## src/rtl/key_pkg.sv

```systemverilog
// Shared constants and types for the button front end: key indices,
// default timing in sysclk cycles, and the repeat-phase encoding.
package key_pkg;

    localparam int NUM_KEYS = 3;
    localparam int KEY_NEXT = 0;
    localparam int KEY_PRE  = 1;
    localparam int KEY_AUTO = 2;

    // 10 ms debounce, 0.5 s first repeat, 0.2 s repeat period at 100 MHz
    localparam int DEF_DEB_CYCLES = 1000000;
    localparam int DEF_RPT_DELAY  = 50000000;
    localparam int DEF_RPT_PERIOD = 20000000;
    localparam int DEF_CNT_W      = 28;

    typedef enum logic {
        PH_DELAY  = 1'b0,
        PH_PERIOD = 1'b1
    } rpt_phase_e;

endpackage

```

## src/rtl/key_debounce_chan.sv

```systemverilog
// One button channel: two-flop synchroniser, debounce counter, stable level,
// press detection and optional hold-to-repeat. o_pulse is combinational from flops.
module key_debounce_chan
    import key_pkg::*;
#(
    parameter int DEB_CYCLES = DEF_DEB_CYCLES,
    parameter int RPT_DELAY  = DEF_RPT_DELAY,
    parameter int RPT_PERIOD = DEF_RPT_PERIOD,
    parameter bit RPT_EN     = 1'b1,
    parameter int CNT_W      = DEF_CNT_W
) (
    input  logic i_clk,
    input  logic i_rst_n,
    input  logic i_raw,
    output logic o_stable,
    output logic o_pulse
);

    localparam logic [CNT_W-1:0] DEB_LAST = CNT_W'(DEB_CYCLES - 1);
    localparam logic [CNT_W-1:0] DLY_LAST = CNT_W'(RPT_DELAY - 1);
    localparam logic [CNT_W-1:0] PER_LAST = CNT_W'(RPT_PERIOD - 1);

    function automatic logic [CNT_W-1:0] sat_inc(input logic [CNT_W-1:0] v);
        return (&v) ? v : v + 1'b1;
    endfunction

    logic             r_s1;
    logic             r_s2;
    logic             r_stable;
    logic             r_stable_d;
    logic [CNT_W-1:0] r_dc;
    logic [CNT_W-1:0] r_hc;
    rpt_phase_e       r_phase;
    rpt_phase_e       w_phase_nxt;

    logic w_differ;
    logic w_toggle;
    logic w_press;
    logic w_hc_hit;
    logic w_rpt;
    logic w_hc_clr;

    assign w_differ = r_s2 ^ r_stable;
    assign w_toggle = w_differ && (r_dc == DEB_LAST);
    assign w_press  = r_stable & ~r_stable_d;
    assign w_hc_hit = (r_phase == PH_DELAY) ? (r_hc == DLY_LAST) : (r_hc == PER_LAST);
    // A repeat is dropped on the very cycle the debounced level is about to fall.
    assign w_rpt    = RPT_EN && r_stable && !w_toggle && !w_press && w_hc_hit;
    assign w_hc_clr = !r_stable || w_toggle || w_press || w_rpt;

    assign o_stable = r_stable;
    assign o_pulse  = w_press | w_rpt;

    always_ff @(posedge i_clk or negedge i_rst_n) begin
        if (!i_rst_n) begin
            r_s1       <= 1'b0;
            r_s2       <= 1'b0;
            r_stable   <= 1'b0;
            r_stable_d <= 1'b0;
            r_dc       <= '0;
            r_hc       <= '0;
        end else begin
            r_s1       <= i_raw;
            r_s2       <= r_s1;
            r_stable_d <= r_stable;
            if (!w_differ) begin
                r_dc <= '0;
            end else if (w_toggle) begin
                r_dc     <= '0;
                r_stable <= ~r_stable;
            end else begin
                r_dc <= sat_inc(r_dc);
            end
            r_hc <= w_hc_clr ? '0 : sat_inc(r_hc);
        end
    end

    always_ff @(posedge i_clk or negedge i_rst_n) begin
        if (!i_rst_n) begin
            r_phase <= PH_DELAY;
        end else begin
            r_phase <= w_phase_nxt;
        end
    end

    always_comb begin
        w_phase_nxt = r_phase;
        if (!r_stable || w_toggle || w_press) begin
            w_phase_nxt = PH_DELAY;
        end else if (w_rpt) begin
            w_phase_nxt = PH_PERIOD;
        end
    end

endmodule

```

## src/rtl/key_pulse_gen.sv

```systemverilog
// Button front end: three debounced channels, Next/Pre collision suppression
// and registered single-cycle outputs for the key processor.
module key_pulse_gen
    import key_pkg::*;
#(
    parameter int DEB_CYCLES = DEF_DEB_CYCLES,
    parameter int RPT_DELAY  = DEF_RPT_DELAY,
    parameter int RPT_PERIOD = DEF_RPT_PERIOD,
    parameter bit RPT_EN     = 1'b1,
    parameter int CNT_W      = DEF_CNT_W
) (
    input  logic                sysclk,
    input  logic                sysrst_n,
    input  logic [NUM_KEYS-1:0] Btn_Raw,
    output logic                Bt_Next,
    output logic                Bt_Pre,
    output logic                Bt_Auto,
    output logic [NUM_KEYS-1:0] Btn_Stable
);

    logic [NUM_KEYS-1:0] w_pulse;
    logic [NUM_KEYS-1:0] w_stable;
    logic                r_next;
    logic                r_pre;
    logic                r_auto;

    for (genvar g = 0; g < NUM_KEYS; g++) begin : g_chan
        key_debounce_chan #(
            .DEB_CYCLES (DEB_CYCLES),
            .RPT_DELAY  (RPT_DELAY),
            .RPT_PERIOD (RPT_PERIOD),
            .RPT_EN     ((g == KEY_AUTO) ? 1'b0 : RPT_EN),
            .CNT_W      (CNT_W)
        ) u_chan (
            .i_clk    (sysclk),
            .i_rst_n  (sysrst_n),
            .i_raw    (Btn_Raw[g]),
            .o_stable (w_stable[g]),
            .o_pulse  (w_pulse[g])
        );
    end

    // Simultaneous Next and Pre is ambiguous, so neither is forwarded.
    always_ff @(posedge sysclk or negedge sysrst_n) begin
        if (!sysrst_n) begin
            r_next <= 1'b0;
            r_pre  <= 1'b0;
            r_auto <= 1'b0;
        end else begin
            r_next <= w_pulse[KEY_NEXT] & ~w_pulse[KEY_PRE];
            r_pre  <= w_pulse[KEY_PRE] & ~w_pulse[KEY_NEXT];
            r_auto <= w_pulse[KEY_AUTO];
        end
    end

    assign Bt_Next    = r_next;
    assign Bt_Pre     = r_pre;
    assign Bt_Auto    = r_auto;
    assign Btn_Stable = w_stable;

endmodule

```

## config.mk

```make
export PLATFORM = sky130hd
export DESIGN_NAME = key_pulse_gen
export DESIGN_NICKNAME = d
export VERILOG_FILES = /design/src/rtl/key_pkg.sv /design/src/rtl/key_debounce_chan.sv /design/src/rtl/key_pulse_gen.sv
export SDC_FILE = /design/constraint.sdc
export NUM_CORES = 1
export LEC_CHECK = 0
export CAP_MARGIN = 20
export CORE_MARGIN = 2
export CORE_UTILIZATION = 51
export DETAILED_ROUTE_END_ITERATION = 10
export PLACE_DENSITY_LB_ADDON = 0.05
export SYNTH_ARGS = -nofsm -noshare
export SYNTH_HDL_FRONTEND = slang
export SYNTH_HIERARCHICAL = 1
export SYNTH_SLANG_ARGS = --single-unit
```

## constraint.sdc

```tcl
create_clock -name sysclk -period 6.9 [get_ports sysclk]
set_input_delay 1.035 -clock sysclk [delete_from_list [all_inputs] [get_ports sysclk]]
set_output_delay 1.035 -clock sysclk [all_outputs]
set_load 0.01 [all_outputs]
```

==> load_flow_metrics.sql <==
INSERT INTO impl_metrics (metric_group, metric, value, unit) VALUES
('run_status', 'outcome', 'finished, final reports clean', ''),
('synthesis', 'synth-seq-area-share', '46.2', '%'),
('clocking', 'clk_pin_slew_worst_paths', '60', 'ps'),
('critical_path', 'crit_path_max_fanout', '28', ''),
('sta', 'maxSlewHeadroom', '32.1', '%'),
('synthesis', 'postSynthNetCount', '880', ''),
('floorplanning', 'floorplan.io_pins', '11', ''),
('drt', 'routed_wl', '18.2', 'mm'),
('critical_path', 'cp_data_arrival_time', '3190', 'ps'),
('global_route', 'grt.total_usage', '21.7', '%'),
('place', 'hpwlAfterDp', '12.0', 'mm'),
('critical_path', 'end_kind', 'flip-flop', ''),
('finish', 'antenna_cells_inserted', '0', ''),
('synthesis', 'synth_largest_area_cell', 'sky130_fd_sc_hd__dfrtp_1', ''),
('finish', 'areaGrowthSynthToFinish', '11.1', '%'),
('floorplanning', 'floorplan.initialDensity', '51.7', '%'),
('sta', 'slew_violations', '0', ''),
('flow_run', 'maxCapViolations', '0', ''),
('clocking', 'cts_inserted_buffers', '17', ''),
('synthesis', 'post_synth_main_area_contributors', 'sky130_fd_sc_hd__dfrtp_1, sky130_fd_sc_hd__a21oi_1, sky130_fd_sc_hd__xor2_1, sky130_fd_sc_hd__xnor2_1, sky130_fd_sc_hd__nand4_1', ''),
('global_route', 'grt_first_pass_wirelength', '31.8', 'mm'),
('finish', 'finish.cell_count_without_fillers', '1108', ''),
('synthesis', 'synth_seq_cells', '157', ''),
('floorplanning', 'die_h', '133', 'µm'),
('synthesis', 'post_synth_num_cell_types', '69', ''),
('drt', 'drtIter0Drc', '360', ''),
('sta', 'crit_path_setup_slack_layout', '3970', 'ps'),
('drt', 'detail_route.first_pass.iterations', '5', ''),
('global_route', 'grt_antenna_before_repair', '0', ''),
('synthesis', 'synthArstFlopShare', '100', '%'),
('drt', 'detail_route.vias_per_cell', '6.11', ''),
('synthesis', 'post_synth_xor_area_fraction', '8.65', '%'),
('synthesis', 'post_synth_instance_area', '8510', 'µm²'),
('synthesis', 'synth_top_family_by_area', 'simple AND/OR/NAND/NOR gates', ''),
('floorplanning', 'design.die.area', '17700', 'µm²'),
('sta', 'setup_viol_count_final', '0', ''),
('synthesis', 'muxShareOfSynthArea', '1.47', '%'),
('place', 'place_congestion', '0.851', ''),
('sta', 'layout_worst_path_cycle_share', '42.5', '%'),
('place', 'placedCellCount', '1074', ''),
('clocking', 'clkLatencyLatePin', '430', 'ps'),
('power_and_ir_drop', 'vdd.ir_drop.worst', '0.000166', 'V'),
('critical_path', 'required', '7160', 'ps'),
('drt', 'drc_errors', '0', ''),
('floorplanning', 'core-area', '16500', 'µm²'),
('synthesis', 'synth_fa_ha_area_share', '0.736', '%'),
('clocking', 'cts_max_level', '4', ''),
('critical_path', 'worstSetupPathType', 'flip-flop to flip-flop', ''),
('clocking', 'cts_resized', '0', ''),
('sta', 'fin_skew', '9.45', 'ps'),
('floorplanning', 'die_width', '133', 'µm'),
('sta', 'fin_setup_tns', '0', 'ps'),
('clocking', 'max-clock-path-buffers', '2', ''),
('synthesis', 'synthFlopType', 'sky130_fd_sc_hd__dfrtp_1', ''),
('drt', 'route.antenna.remaining_nets', '0', ''),
('clocking', 'post_cts_setup_buffer_count', '0', ''),
('finish', 'layout_fillers', '1469', ''),
('clocking', 'cts_tree', 'yes', ''),
('clocking', 'post_cts_hold_buffer_count', '0', ''),
('synthesis', 'synth_warnings', '6', ''),
('synthesis', 'synthSimpleGateAreaFrac', '28.2', '%'),
('synthesis', 'syn_area_per_cell', '9.78', 'µm²'),
('clocking', 'cts.root.buffer_cell', 'sky130_fd_sc_hd__clkbuf_16', ''),
('place', 'buffer_ports.inserted', '10', ''),
('critical_path', 'startpoint_type', 'flip-flop', ''),
('synthesis', 'synth_compound_area_share', '12.3', '%'),
('sta', 'worst_slew_pin_slew', '1020', 'ps'),
('clocking', 'clock_sinks', '157', ''),
('floorplanning', 'std_cell_rows', '47', ''),
('sta', 'timing.final.hold_violations', '0', ''),
('finish', 'post_route_cells_drive_above_1_share', '9.46', '%');
-- power by group --
part	switching, W	total (W)	internal, W
registers	0.00000646	0.000933	0.000927
logic	0.0000310	0.0000412	0.0000101
clock network	0.000377	0.00103	0.000652
total	0.000415	0.00200	0.00159
-- path summary, 6_finish.rpt --
kind / from / to / slack, ps / depth (start not counted)
hold / removal: g_chan[1].u_chan/r_s1 / g_chan[1].u_chan/r_s2 / 350 / 0
max in group asynchronous: sysrst_n / g_chan[1].u_chan/r_hc[9] / 5210 / 3
min in group asynchronous: sysrst_n / g_chan[0].u_chan/r_hc[14] / 640 / 1
hold reg to reg: g_chan[1].u_chan/r_s1 / g_chan[1].u_chan/r_s2 / 350 / 0
setup / recovery: g_chan[0].u_chan/r_dc[0] / g_chan[0].u_chan/r_hc[27] / 3970 / 6
setup reg to reg: g_chan[0].u_chan/r_dc[0] / g_chan[0].u_chan/r_hc[27] / 3970 / 6
-- cell type report --
class | count | area [µm²] | area share, %
clock inverters | 14 | 215 | 2.28
multi-input cells | 669 | 4370 | 46.2
flip-flops and latches | 157 | 3930 | 41.6
repair buffers | 15 | 166 | 1.76
inverters | 15 | 56.3 | 0.596
clock buffers | 18 | 439 | 4.65
well taps | 220 | 275 | 2.91
-- worst max-delay path: stages (launching register included) --
cell and delay (ps):
sky130_fd_sc_hd__dfrtp_1 420, sky130_fd_sc_hd__ha_1 230, sky130_fd_sc_hd__nand3_1 360, sky130_fd_sc_hd__nor4_1 660, sky130_fd_sc_hd__nand2_1 270, sky130_fd_sc_hd__o211ai_4 690
sky130_fd_sc_hd__a31oi_1 110
-- synth_stat cells, drive strengths merged (2+ instances only) --
cell type	n
buf	13
a211oi	7
a311oi	2
and2	9
and3	18
nand2	56
a31o	2
nand4b	3
nor4bb	4
nor4b	7
o311ai	5
nor3b	4
clkbuf	15
and4	21
and4b	2
dfrtp	157
ha	5
nor2	67
a21boi	3
nand4	53
nor2b	2
a21oi	84
o21ai	26
a31oi	6
inv	15
nor4	29
or3	31
mux2i	8
nor3	25
xnor2	39
o31ai	17
xor2	45
or4	24
o211ai	6
a21o	3
mux2	4
nand3	38
o41ai	2
-- placed cells by master (no fill, tap or decap), drive strengths merged, types with 21 or more instances in the layout --
master    n
xnor2    39
nor4     29
or3      31
nor2     67
nor3     25
nand2    56
and4     21
nand4    53
nand3    38
o21ai    26
a21oi    84
or4      24
dfrtp   157
xor2     45
-- state kept, by name, summed over array words and instances (netlist names) --
signal                    flops
g_chan.u_chan/o_stable        3
g_chan.u_chan/r_dc           84
g_chan.u_chan/r_s2            3
g_chan.u_chan/r_hc           56
Bt_Pre                        1
g_chan.u_chan/r_stable_d      3
g_chan.u_chan/r_phase         2
Bt_Auto                       1
g_chan.u_chan/r_s1            3
Bt_Next                       1
-- metrics by stage --
| step | power, W | cell area [µm²] | hold slack [ps] | utilization (%) |
|---|---|---|---|---|
| 5_1_grt | 0.00208 | 9450 | 358 | 57.4 |
| 3_3_place_gp | 0.000989 | 8750 | 342 | 53.1 |
| 3_5_place_dp | 0.000991 | 8750 | 339 | 53.1 |
| 2_1_floorplan | 0.000965 | 8510 | 331 | - |
| 6_report | 0.00200 | 9450 | 348 | 57.4 |
| 4_1_cts | 0.00203 | 9410 | 351 | 57.1 |
-- metal layers --
layer	share of wire [%]	routed length, µm	global-route usage, %
met5	0	0	0
met2	49	8970	35.6
met1	47	8590	29.3
met3	2.8	507	3.65
met4	0.72	131	8.04
-- kinds of logic (layout without fill, tap and decap cells) --
group                    count (synthesis)  in the layout
AND/OR/NAND/NOR                        399            399
XOR/XNOR                                84             84
buffers and inverters                   44             62
AO/OA/AOI/OAI                          169            169
multiplexers                            12             12
adder cells (fa/ha/maj)                  5              5
flip-flops                             157            157
Note: power is estimated with default switching activity, not from simulation.
==> edit: new RTL, config.mk and constraints unchanged <==
`RPT_EN` is set to 1'b1 in 2 places; all go to 1'b0.
--- a/src/rtl/key_debounce_chan.sv
+++ b/src/rtl/key_debounce_chan.sv
@@ -6,7 +6,7 @@
     parameter int DEB_CYCLES = DEF_DEB_CYCLES,
     parameter int RPT_DELAY  = DEF_RPT_DELAY,
     parameter int RPT_PERIOD = DEF_RPT_PERIOD,
-    parameter bit RPT_EN     = 1'b1,
+    parameter bit RPT_EN     = 1'b0,
     parameter int CNT_W      = DEF_CNT_W
 ) (
     input  logic i_clk,
--- a/src/rtl/key_pulse_gen.sv
+++ b/src/rtl/key_pulse_gen.sv
@@ -6,7 +6,7 @@
     parameter int DEB_CYCLES = DEF_DEB_CYCLES,
     parameter int RPT_DELAY  = DEF_RPT_DELAY,
     parameter int RPT_PERIOD = DEF_RPT_PERIOD,
-    parameter bit RPT_EN     = 1'b1,
+    parameter bit RPT_EN     = 1'b0,
     parameter int CNT_W      = DEF_CNT_W
 ) (
     input  logic                sysclk,
Formal check against the unedited RTL: no difference found for any inputs over 10 cycles, from zero or initial values and one cycle with sysrst_n low; that may be too few to reach the edited logic, so the function may still have changed.
==> edit against the unedited design <==
Area after synthesis shrank 37%; setup slack gained 0.53 ns; highest routed layer unchanged; non-clock buffer count grew 2; total power shrank 49%; final area shrank 39%; utilization shrank 1.3 points; clock skew is essentially flat; critical path type is now reg2out; sequential cell count shrank 58; sequential share of layout area grew 1.6 points; routed wire length shrank 36%; cell count shrank 38%.
==> edit: results (changes against the unedited design) <==
Outcome
  – Result of the run: finished, final reports clean

Synthesis
  – Mapped Nets: 544 (-38%)
  – Synth cell count leaders: dfrtp_1 (99), nor2_1 (45), a21oi_1 (42)
  – Yosys cell types: 44 (-36%)
  – Portion of netlist area occupied by mux cells: 1.198% (-0.27 points)
  – Adder-Cell Fraction of Synth Area: 0.7047% (-0.031 points)
  – Share of synthesized area occupied by flip-flops and latches: 46.51% (+0.32 points)

Route
  – Total Wirelength: 11580 um (-36%)
  – Post-DR vias/cell: 6.184 (+1.3%)

Power and ir drop
  – Portion of total power attributed to sequential cells: 58.1% (+11 points)
  – P_comb: 0.0326 mW (-21%)
  – Switching power: 0.2426 mW (-41%)

Worst setup path
  – Critical path fanouts, max: 5 (-82%)
  – Critical path capture point: Btn_Stable[1]
  – Worst Path Arrival: 1.37 ns (-1.82 ns)
  – Setup slack, reg-to-reg: 4.52 ns (+0.55 ns)
  – FF-to-FF End: g_chan[0].u_chan/r_dc[22]

Cells and area
  – Fraction of layout instances using a drive strength above 1: 10.58% (+1.1 points)

Timing
  – Actual transition at the worst max-transition pin: 0.6719 ns (-0.3464 ns)
  – Hold Slack: 0.3606 ns (+0.01280 ns)
  – Post-layout minimum cycle time: 2.405 ns (-0.5291 ns)

Place
  – Post-placement setup slack: 4.554 ns (+0.8281 ns)

Clock tree
  – Skew-Pair Late Insertion Delay: 0.38 ns (-0.05 ns)
  – Inserted Clock Buffers: 9 (-8)
  – Clock transition at the registers of the reported paths: 0.09 ns (+0.03 ns)
[edit: cell count changes after synthesis, moves of 18 or more]
cell     before  now
a21oi_1      84   42
xor2_1       45   15
dfrtp_1     157   99
nand2_1      54   36
nor2_1       67   45
nand3_1      38   15
[edit: metrics by stage]
step	cell area, sq um	util [%]	instances	total power, mW
finish	5737	56.07	684	1.018
global placement	5527	54.02	668	0.6359
floorplan	5326	-	536	0.6198
global route	5737	56.07	684	1.062
CTS	5737	56.07	684	1.040
detailed placement	5527	54.02	668	0.6370
[edit: area by class of cell]
class,count,area [sq um],area share (%)
multi-input cells,407,2695,46.98
flip-flops and latches,99,2477,43.18
well taps,136,170.2,2.966
repair buffers,17,150.1,2.617
clock buffers,10,137.6,2.399
clock inverters,6,72.57,1.265
inverters,9,33.78,0.5889
[edit: layer usage]
layer	up-vias	global-route usage, %	share of wire (%)
met3	22	4.598	3.4
met1	2085	30.25	48
met5	-	0	0
li1	2056	-	-
met4	0	8.647	2.0
met2	67	34.94	47
